[config.mk]
export PLATFORM = sky130hd
export DESIGN_NAME = disp_rd_sched
export DESIGN_NICKNAME = d
export VERILOG_FILES = /design/src/rtl/disp_sched_pkg.sv /design/src/rtl/disp_buf_swap.sv /design/src/rtl/disp_rd_sched.sv
export SDC_FILE = /design/constraint.sdc
export NUM_CORES = 1
export LEC_CHECK = 0
export CAP_MARGIN = 20
export CORE_ASPECT_RATIO = 0.9
export CORE_UTILIZATION = 35
export CTS_CLUSTER_DIAMETER = 60
export DETAILED_ROUTE_END_ITERATION = 12
export SLEW_MARGIN = 20
export SYNTH_ARGS = -nofsm -noshare
export SYNTH_HDL_FRONTEND = slang
export SYNTH_SLANG_ARGS = --single-unit
[constraint.sdc]
create_clock -name ClkDisp -period 6.05 [get_ports ClkDisp]
set_clock_uncertainty 0.15 [all_clocks]
set_input_delay 1.815 -clock ClkDisp [delete_from_list [all_inputs] [get_ports ClkDisp]]
set_output_delay 1.815 -clock ClkDisp [all_outputs]
set_load 0.02 [all_outputs]
[src/rtl/disp_sched_pkg.sv]
// disp_sched_pkg: shared FSM encoding, default parameters and burst sizing helper
package disp_sched_pkg;

    localparam int DEF_LINE_PIX   = 800;
    localparam int DEF_V_LINES    = 480;
    localparam int DEF_BURST_LEN  = 64;
    localparam int DEF_FIFO_DEPTH = 512;
    localparam int DEF_ADDR_W     = 24;
    localparam int DEF_BASE0      = 0;
    localparam int DEF_BASE1      = 'h100000;

    localparam logic [2:0] S_IDLE  = 3'd0;
    localparam logic [2:0] S_CLEAR = 3'd1;
    localparam logic [2:0] S_WAIT  = 3'd2;
    localparam logic [2:0] S_REQ   = 3'd3;
    localparam logic [2:0] S_BUSY  = 3'd4;

    function automatic int burst_words(int remain, int burst);
        return (remain < burst) ? remain : burst;
    endfunction

endpackage

[src/rtl/disp_buf_swap.sv]
// disp_buf_swap: latches a writer swap request and flips the displayed buffer at the next frame start.
module disp_buf_swap (
    input  logic clk_i,
    input  logic rst_i,
    input  logic frame_start_i,
    input  logic swap_req_i,
    output logic buf_sel_o
);

    logic swap_pend_q, swap_pend_d;
    logic buf_sel_q, buf_sel_d;
    logic take;

    // a request arriving with the frame start is honoured at that same frame
    assign take = frame_start_i && (swap_pend_q || swap_req_i);

    always_comb begin
        buf_sel_d   = take ? ~buf_sel_q : buf_sel_q;
        swap_pend_d = take ? 1'b0 : (swap_pend_q || swap_req_i);
    end

    always_ff @(posedge clk_i or posedge rst_i) begin
        if (rst_i) begin
            swap_pend_q <= 1'b0;
            buf_sel_q   <= 1'b0;
        end else begin
            swap_pend_q <= swap_pend_d;
            buf_sel_q   <= buf_sel_d;
        end
    end

    assign buf_sel_o = buf_sel_q;

endmodule

[src/rtl/disp_rd_sched.sv]
// disp_rd_sched: fetches one display frame per FrameStart as single-outstanding read bursts,
// pacing requests by free space in the display FIFO.
module disp_rd_sched
    import disp_sched_pkg::*;
#(
    parameter int LINE_PIX   = DEF_LINE_PIX,
    parameter int V_LINES    = DEF_V_LINES,
    parameter int BURST_LEN  = DEF_BURST_LEN,
    parameter int FIFO_DEPTH = DEF_FIFO_DEPTH,
    parameter int ADDR_W     = DEF_ADDR_W,
    parameter logic [ADDR_W-1:0] BASE0 = ADDR_W'(DEF_BASE0),
    parameter logic [ADDR_W-1:0] BASE1 = ADDR_W'(DEF_BASE1)
) (
    input  logic              ClkDisp,
    input  logic              Rst,
    input  logic              FrameStart,
    input  logic [9:0]        FifoUsedw,
    input  logic              BufSwapReq,
    output logic              RdReq,
    output logic [ADDR_W-1:0] RdAddr,
    output logic [7:0]        RdLen,
    input  logic              RdAck,
    input  logic              RdDone,
    output logic              FifoClr,
    output logic              BufSel,
    output logic              Overrun
);

    localparam int          FRAME_WORDS = LINE_PIX * V_LINES;
    localparam int          REM_W       = $clog2(FRAME_WORDS) + 1;
    localparam logic [10:0] BURST_11    = 11'(BURST_LEN);
    localparam logic [10:0] DEPTH_11    = 11'(FIFO_DEPTH);

    logic [2:0]        state_q, state_d;
    logic [ADDR_W-1:0] addr_q, addr_d;
    logic [REM_W-1:0]  remain_q, remain_d;
    logic              pend_q, pend_d;
    logic              rd_req_q, rd_req_d;
    logic [ADDR_W-1:0] rd_addr_q, rd_addr_d;
    logic [7:0]        rd_len_q, rd_len_d;
    logic              fifo_clr_q, fifo_clr_d;
    logic              overrun_q, overrun_d;
    logic              space_ok;

    disp_buf_swap u_swap (
        .clk_i         (ClkDisp),
        .rst_i         (Rst),
        .frame_start_i (FrameStart),
        .swap_req_i    (BufSwapReq),
        .buf_sel_o     (BufSel)
    );

    assign space_ok = ({1'b0, FifoUsedw} + BURST_11) <= DEPTH_11;

    always_comb begin
        state_d   = state_q;
        addr_d    = addr_q;
        remain_d  = remain_q;
        pend_d    = pend_q;
        rd_req_d  = rd_req_q;
        rd_addr_d = rd_addr_q;
        rd_len_d  = rd_len_q;
        overrun_d = 1'b0;
        case (state_q)
            S_IDLE: state_d = FrameStart ? S_CLEAR : S_IDLE;
            S_CLEAR: begin
                addr_d   = BufSel ? BASE1 : BASE0;
                remain_d = REM_W'(FRAME_WORDS);
                pend_d   = 1'b0;
                state_d  = S_WAIT;
            end
            S_WAIT: begin
                // a frame start after the last burst completed is not an overrun
                if (remain_q == '0) begin
                    state_d = FrameStart ? S_CLEAR : S_IDLE;
                end else if (FrameStart) begin
                    overrun_d = 1'b1;
                    state_d   = S_CLEAR;
                end else if (space_ok) begin
                    rd_req_d  = 1'b1;
                    rd_addr_d = addr_q;
                    rd_len_d  = 8'(burst_words(int'(remain_q), BURST_LEN));
                    state_d   = S_REQ;
                end
            end
            S_REQ: begin
                if (FrameStart) begin
                    overrun_d = 1'b1;
                    rd_req_d  = 1'b0;
                    pend_d    = RdAck;
                    state_d   = RdAck ? S_BUSY : S_CLEAR;
                end else if (RdAck) begin
                    rd_req_d = 1'b0;
                    state_d  = S_BUSY;
                end
            end
            S_BUSY: begin
                if (FrameStart) begin
                    overrun_d = 1'b1;
                    pend_d    = 1'b1;
                end
                if (RdDone) begin
                    addr_d   = addr_q + ADDR_W'(rd_len_q);
                    remain_d = remain_q - REM_W'(rd_len_q);
                    state_d  = (pend_q || FrameStart) ? S_CLEAR : S_WAIT;
                end
            end
            default: state_d = S_IDLE;
        endcase
        fifo_clr_d = (state_d == S_CLEAR);
    end

    always_ff @(posedge ClkDisp or posedge Rst) begin
        if (Rst) begin
            state_q    <= S_IDLE;
            addr_q     <= BASE0;
            remain_q   <= '0;
            pend_q     <= 1'b0;
            rd_req_q   <= 1'b0;
            rd_addr_q  <= BASE0;
            rd_len_q   <= '0;
            fifo_clr_q <= 1'b0;
            overrun_q  <= 1'b0;
        end else begin
            state_q    <= state_d;
            addr_q     <= addr_d;
            remain_q   <= remain_d;
            pend_q     <= pend_d;
            rd_req_q   <= rd_req_d;
            rd_addr_q  <= rd_addr_d;
            rd_len_q   <= rd_len_d;
            fifo_clr_q <= fifo_clr_d;
            overrun_q  <= overrun_d;
        end
    end

    assign RdReq   = rd_req_q;
    assign RdAddr  = rd_addr_q;
    assign RdLen   = rd_len_q;
    assign FifoClr = fifo_clr_q;
    assign Overrun = overrun_q;

endmodule

Yosys cells after proc, flatten, opt, wreduce, memory -nomap -nowiden. Cells that the tools add are included.

Add/sub/neg operators: 3. $mul: 0. Divide/modulo/power cells: 0. Magnitude comparators: 2. Eq/ne operators: 12. Shifts and indexed selects: 0. Mux-type cells: 29. Bitwise gates (word level): 3. Reductions and logical operators: 13.

Operators by type and width (number): $pmux 24 s2 (1); $pmux 20 s2 (1); $add 24x8->24 (1); $mux 24 (1); $mux 21 (1); $mux 3 (7); $logic_not 20->1 (1); $lt 20x7->1 const B (1); $mux 20 (1); $sub 20x8->20 (1); $pmux 3 s5 (1); $ne 2x2->1 const B (6); $add 10x7->11 const B (1); $le 11x10->1 const B (1); $mux 1 (11); $mux 8 (1); $eq 3x1->1 const B (2); $eq 3x2->1 const B (2); $reduce_and 5->1 (1); $pmux 1 s2 (2); $reduce_and 4->1 (1); $reduce_bool 2->1 (2); $eq 3x3->1 const B (1); $logic_not 3->1 (1); 10 further kinds (13).

Bits in registers: 85. Bits in latches: 0. Bits in writable memories: 0. ROM bits: 0. Output and inout bits: 36. Word-level logic and storage cells: 73. Memories: 0.

Depth between registers and ports, before layout. Gate-level depths: netlist (run 1).

Word-level depth: 7. Mapped depth: 9.

Cells and area by module. From an unflattened synthesis (run 1), not the netlist that was laid out.

Cell total of the unflattened synthesis: 421. Area, all modules: 4474.3 µm².

By module, submodules not included: disp_rd_sched (instances 1, cells an instance 414, area an instance 4395.5 µm²); disp_buf_swap (instances 1, cells an instance 7, area an instance 78.8 µm²).

Least setup slack after synthesis (run 1). No wires, ideal clock.

Kind: input -> register. Start point: input port RdDone. End point: register addr_q[17]. Arrival: 3.188 ns. Data required time: 5.822 ns. Slack: 2.634 ns. Cell stages on the path: 6. Path buffers: 1. Cell sequence: and3b_1 -> o21ai_2 -> or3_1 -> clkbuf_1 -> or4_1 -> a21oi_1.

Word-level cells in the longest chain between the ends: 2.

Ends and longest elaborated chain: start: declaration (RTL line disp_rd_sched.sv:23) `input logic RdDone,`; $ne 2x2->1 (no line); $reduce_and 2->1 (no line); end signal: assignment (RTL line disp_rd_sched.sv:126) `addr_q <= addr_d;`; end: declaration (RTL line disp_rd_sched.sv:35) `logic [ADDR_W-1:0] addr_q, addr_d;`.

Every way passes these cells. A chain may end at the register's enable or synchronous reset.

Worst setup path after layout (run 1). Same ends and word-level chain as after synthesis.

==> results.md, run 1 <==
- Status: finished clean
- Peak VDD IR: 0.000223 V
- Largest family of logic cells by synthesized area: compound AO/OA/AOI/OAI gates
- Crit path cell chain: clkdlybuf4s50_1 > and3b_1 > o21ai_2 > or3_1 > or4_1 > a21oi_1
- Post-Syn Area per Cell: roughly 10 sq um
- Post-Route Setup TNS: 0 ns
- Seq/Total Area, Yosys: 0.458
- Cell count after synthesis: about 440
- Clock Sinks: 85
- Die height: between 100 and 150 um
- Final hold vios: 0
- Initial core utilization: 0.362
- EDFF count, synth: 0
- Synth Area in XOR/XNOR: 0.0283
- Die extent in x: around 120 um
- Synth Cell Area: between 0.004 and 0.005 sq mm
- Initial DRC count: approximately 230
- Total design power: 2.35 mW
- Overflow after GRT: 0
- Setup violators final: 0
- H-tree Lvls: 3
- Startpoint types: input port
- Detailed placement HPWL: around 7300 um
- Synthesis-to-finish area growth: 21.3%
- Pwr Density: 418 mW/mm^2
- Post-synth top flop: dfrtp_1
- Min Hold Slack: 0.344 ns
- Total GRT Usage: 0.165
- Crit. End Element: register
- Layout cells sized above 1: 0.134
- CTS tree: built
- Worst-case clock buffer depth: 2
- Final Slew Violations: 0
- Post-CTS Repair Setup Buffers: 0
- Via count: roughly 3600
- I/O pin count: between 50 and 60
- Slew headroom: 0.331
- DR vias/cell: 5.40
- Clock slew at reported path FFs: about 0.06 ns
- Placed Instances: approximately 650
- DR pass1 iterations: 4
- Post-CTS Hold Fix Bufs: 0
- Post-synthesis mux area share: 0.0917
- Syn Nets: between 400 and 500
- Post-cts gate resize count: 0
- Max capacitance violation total: 0
- Arrival time worst endpoint: around 4.1 ns
- Initial antenna violation count: 0
- Clk Latency, worst-skew pair: ~0.35 ns
- CP delay by family, top: simple AND/OR/NAND/NOR gates
- Avg WL per Cell: 15.6 um
- Count of different cell masters after synthesis: a little under 70
- Final instance area: approximately 0.0056 sq mm
- Crit path largest cell delay: roughly 0.57 ns
- RSZ-0062 raised after global routing: false
- Core box area: about 0.013 sq mm
- Min Tclk post-route: 3.98 ns
- NumNets Final: around 530
- First-pass GRT wire length: approximately 17000 um
- Max frequency: about 250 MHz
- Compound-Gate Fraction of Synth Area: 0.182
- Port Buffers: slightly above 50
- Fin util: 0.439
- Hold Path Class: register to register
- Final wirelength: about 10000 um
- #FFs+latches synth: 85
- Drc violations: 0
- Slew @ Worst Pin: between 1 and 1.5 ns
- Vias in the first global route: between 3000 and 4000
- Ys async rst share: 1.00
- Leak Pwr: approximately 2.5 nW
- Die ar.: ~0.014 sq mm
- Yosys Warn Count: 0
- Final std cells w/o fill: 663
- Max FO, Critical Path: 19
- Largest net degree at the start of global routing: between 50 and 60
- Place WS: ~1.7 ns
- Antenna fix cells: 0
- Root buffer cell: clkbuf_16
- Crit path kind: input port to register
- CTS buffer count: 9
- Simple-gate share of the synthesized area: 0.159
- Period utilization: 0.659
- Rows: 39
- Antenna violation net count after detailed routing: 0
- Dpl cell area: 0.00532 sq mm
- Adder-Cell Fraction of Synth Area: 0.0518
- Buf+Inv Stages, Crit Path: 1
- Fin worst setup slack: 2.07 ns
- Routability Congestion: 0.799
- Worst EP required: around 6.2 ns
- Max stage delay cell, worst path: or3_1
cells in the mapped netlist, drive strengths merged (4+ instances only):
cell type  instances  area (sq um)
or3                5          36.3
nor2              28           105
nor4               5          52.6
or4                7          52.6
a31o               6          52.6
nand2b             6          37.5
clkbuf             9          33.8
mux2i              8          80.1
o21a               6          45.0
nand3             12          65.1
and3               4          25.0
xnor2              9          78.8
a21oi             22           110
a21o               5          37.5
a211oi             8          60.1
xor2               6          52.6
nand4              4          25.0
ha                16           200
nand2             45           169
o31ai             10          75.1
dfrtp             85          2130
nor3               9          45.0
inv               14          52.6
o21ai             32           175
buf                6          48.8
mux2              24           345
registers in the layout, summed over array words and instances (netlist names):
name / cells
remain_q: 20
addr_q: 24
RdLen: 8
FifoClr: 1
u_swap.swap_pend_q: 1
RdAddr: 24
u_swap.buf_sel_o: 1
state_q: 3
RdReq: 1
Overrun: 1
pend_q: 1
worst paths after layout:
kind / slack (ns) / to / start / cells after the start
worst min register to register: 0.34 / u_swap.swap_pend_q / u_swap.swap_pend_q / 2
max in group asynchronous: 3.11 / addr_q[21] / Rst / 3
min in group asynchronous: 1.78 / RdAddr[2] / Rst / 2
worst max-delay path: 2.07 / addr_q[17] / RdDone / 6
worst min-delay path: 0.34 / u_swap.swap_pend_q / u_swap.swap_pend_q / 2
worst max register to register: 2.99 / remain_q[16] / RdLen[0] / 8
where the power goes:
part	switching, mW	total, mW	leakage [nW]	internal [mW]
Clock	0.241	0.576	0.153	0.335
Combinational	0.572	0.986	1.20	0.414
Sequential	0.114	0.792	1.12	0.678
tightest hold or removal path, stage by stage, from the launching register on:
cell and delay (ns):
dfrtp_1 0.34, nor2_1 0.04, nor2_1 0.07
kinds of logic (layout without fill, tap and decap cells):
group / Yosys count / count (layout)
compound gates: 122 / 122
xor+xnor: 15 / 15
fa+ha+maj: 18 / 18
buf+inv: 29 / 86
flops: 85 / 85
mux: 32 / 32
simple gates: 141 / 141
routing by layer:
metal / part of all wire / global-route usage
met5: 0 / 0
met2: 0.43 / 0.245
met4: 0.014 / 0.0618
met1: 0.51 / 0.229
met3: 0.045 / 0.0406
placed cells by master (no fill, tap or decap), types with 3 or more instances in the layout:
cell	count
mux2i_1	8
o211ai_1	3
nor3_1	8
or4_1	7
nand3_1	11
a21oi_1	22
mux2_4	20
a211oi_1	8
inv_1	13
o31ai_1	10
xor2_1	6
o21ai_0	30
nand2_1	45
nand4_1	4
a31o_2	6
nand2b_1	6
buf_4	5
a2111oi_0	3
o21a_1	6
a31oi_1	3
clkdlybuf4s50_1	51
dfrtp_1	85
and3_1	4
or3_1	4
ha_1	16
mux2_2	3
xnor2_1	9
nor4_1	3
clkbuf_16	9
a21o_1	5
nor2_1	27
cell type report:
cell class / instances / area (sq um)
clock inverters: 6 / 70.1
clock buffers: 10 / 239
repair buffers: 56 / 548
fillers: 1213 / 7200
flip-flops and latches: 85 / 2130
inverters: 14 / 55.1
well taps: 164 / 205
multi-input cells: 328 / 2390
No activity file was read; power rests on OpenSTA's default activity.
==> inputs of run 2 (changes only) <==
==> constraint.sdc (replaced) <==
create_clock -name ClkDisp -period 4.06 [get_ports ClkDisp]
set_clock_uncertainty 0.15 [all_clocks]
set_input_delay 1.218 -clock ClkDisp [delete_from_list [all_inputs] [get_ports ClkDisp]]
set_output_delay 1.218 -clock ClkDisp [all_outputs]
set_load 0.02 [all_outputs]
==> results.md, run 2 (synthesized netlist as in run 1, its figures left out) <==
- Antenna fix cells: 0 (unchanged)
- DR vias/cell: 5.41 (+0.17%)
- CP delay by family, top: simple AND/OR/NAND/NOR gates
- Rows: 39 (unchanged)
- Port Buffers: 51 (unchanged)
- Die extent in x: 123 um (unchanged)
- Initial core utilization: 0.362 (unchanged)
- DR pass1 iterations: 4 (unchanged)
- Crit path cell chain: clkdlybuf4s50_1 > and3b_1 > o21ai_2 > or3_1 > or4_1 > a21oi_1
- Worst reg2reg endpoint: remain_q[16]
- FF+latch area: 0.00213 sq mm (unchanged)
- Drc violations: 0 (unchanged)
- Post-cts gate resize count: 0 (unchanged)
- First-pass GRT wire length: 17700 um (+1.9%)
- Post-Route Setup TNS: 0 ns (unchanged)
- Worst EP required: 4.18 ns (-1.99 ns)
- Synthesis-to-finish area growth: 21.8%
- Final wirelength: 10600 um (+2.8%)
- Crit path largest cell delay: 0.56 ns (about the same)
- Max frequency: around 320 MHz
- Hold Path Class: register to register
- Overflow after GRT: 0 (unchanged)
- Crit path from: RdDone
- Antenna violation net count after detailed routing: 0 (unchanged)
- Routability Congestion: 0.824 (+3.1%)
- Initial DRC count: 189 (-16%)
- Detailed placement HPWL: 7530 um (+3.6%)
- Max FO, Critical Path: 9 (-10)
- Largest net degree at the start of global routing: 48 (-11%)
- Filler cell count in the final layout: 1224 (+0.91%)
- Initial antenna violation count: 0 (unchanged)
- Worst-case clock buffer depth: 2 (unchanged)
- Vias in the first global route: 3481 (+0.37%)
- Slew @ Worst Pin: 1.01 ns (+0.00638 ns)
- Buf+Inv Stages, Crit Path: 1 (unchanged)
- Core box area: 0.0128 sq mm (unchanged)
- WP depth: 6 (unchanged)
- Critical Path End: addr_q[19]
- RSZ-0062 raised after global routing: false
- I/O pin count: 52 (unchanged)
- Place WS: 0.580 ns (-1.14 ns)
- Final hold vios: 0 (unchanged)
- NumNets Final: 533 (+0.95%)
- Root buffer cell: clkbuf_16
- Startpoint types: input port
- Fin worst setup slack: 0.907 ns (-1.16 ns)
- Max capacitance violation total: 0 (unchanged)
- Die ar.: 0.0137 sq mm (unchanged)
- Status: finished clean
- Leak Pwr: 2.49 nW (+0.56%)
- Clock slew at reported path FFs: 0.07 ns (about the same)
- Total GRT Usage: 0.166 (+0.00136)
- Met3 Resource Use GR: 0.0422 (+0.00154)
- Total design power: 3.46 mW (+47%)
- Setup violators final: 0 (unchanged)
- Via count: 3612 (+0.92%)
- Crit path kind: input port to register
- Period utilization: 0.777
- Post-CTS Hold Fix Bufs: 0 (unchanged)
- Fin util: 0.440 (+0.00166)
- Most common cell after layout, fill and taps aside: dfrtp_1
- Peak VDD IR: 0.000312 V (+40%)
- Layout cells sized above 1: 0.137 (+0.00264)
- Clk Latency, worst-skew pair: 0.34 ns (about the same)
- Arrival time worst endpoint: 3.27 ns (-0.83 ns)
- Max stage delay cell, worst path: clkdlybuf4s50_1
- H-tree Lvls: 3 (unchanged)
- GR peak layer: met2
- R2r worst-path depth: 8 (unchanged)
- Min Tclk post-route: ~3.2 ns
- Die height: 111 um (unchanged)
- Commonest cells after routing, fill and taps aside: dfrtp_1, clkdlybuf4s50_1, nand2_1, o21ai_0, nor2_1
- Crit. End Element: register
- Post-CTS Repair Setup Buffers: 0 (unchanged)
- R2r setup slk: 1.06 ns (-1.93 ns)
- Avg WL per Cell: 15.9 um (+2.0%)
- CTS buffer count: 9 (unchanged)
- Slew headroom: 0.327 (-0.00426)
- Clock Sinks: 85 (unchanged)
- Grt met2 use: 0.248 (+0.00335)
- Final Slew Violations: 0 (unchanged)
- Pwr Density: 611 mW/mm^2 (+46%)
- CTS tree: built
- Min Hold Slack: 0.348 ns (+0.00417 ns)
- Global Route met1 Usage: 0.238 (+0.00934)
- R2r startpoint: RdLen[0]
- Multi-input combinational cell area: 0.00238 sq mm (-0.31%)
[run 2: how the worst min path moves through the flow]
stage | depth (start not counted) | from | to
after floorplan | 2 | u_swap.swap_pend_q | u_swap.swap_pend_q
after global placement | 2 | u_swap.swap_pend_q | u_swap.swap_pend_q
after detailed placement | 2 | u_swap.swap_pend_q | u_swap.swap_pend_q
after CTS | 2 | u_swap.swap_pend_q | u_swap.swap_pend_q
after global routing | 1 | RdAddr[10] | RdAddr[10]
final | 2 | u_swap.swap_pend_q | u_swap.swap_pend_q
[run 2: power by group]
part / switching (mW) / internal (mW)
clock: 0.358 / 0.419
sequential: 0.174 / 1.01
combinational: 0.859 / 0.633
total: 1.39 / 2.06
[run 2: layer usage]
layer,up-vias,wire [um]
met5,-,0
li1,1763,-
met2,81,4650
met1,1759,5440
met4,0,103
met3,9,443
[run 2: per-stage QoR]
stage | area (sq um) | cells
after floorplan | 4640 | 442
after global placement | 5380 | 652
after detailed placement | 5380 | 652
after CTS | 5650 | 668
after global routing | 5650 | 668
final | 5650 | 668
[run 2: final cells by class]
| class | instances | area share |
|---|---|---|
| well taps | 164 | 0.0363 |
| clock inverters | 6 | 0.00841 |
| repair buffers | 61 | 0.108 |
| flip-flops and latches | 85 | 0.376 |
| clock buffers | 10 | 0.0405 |
| inverters | 14 | 0.00952 |
| multi-input cells | 328 | 0.421 |
[run 2: worst reg2reg max path: stages, from the launching register on]
cell and delay, ns:
dfrtp_1 0.46, ha_1 0.20, inv_1 0.06, fa_1 0.42
a211oi_1 0.32, o21ai_0 0.35, a2111oi_0 0.63, xnor2_1 0.18
nand2_1 0.07
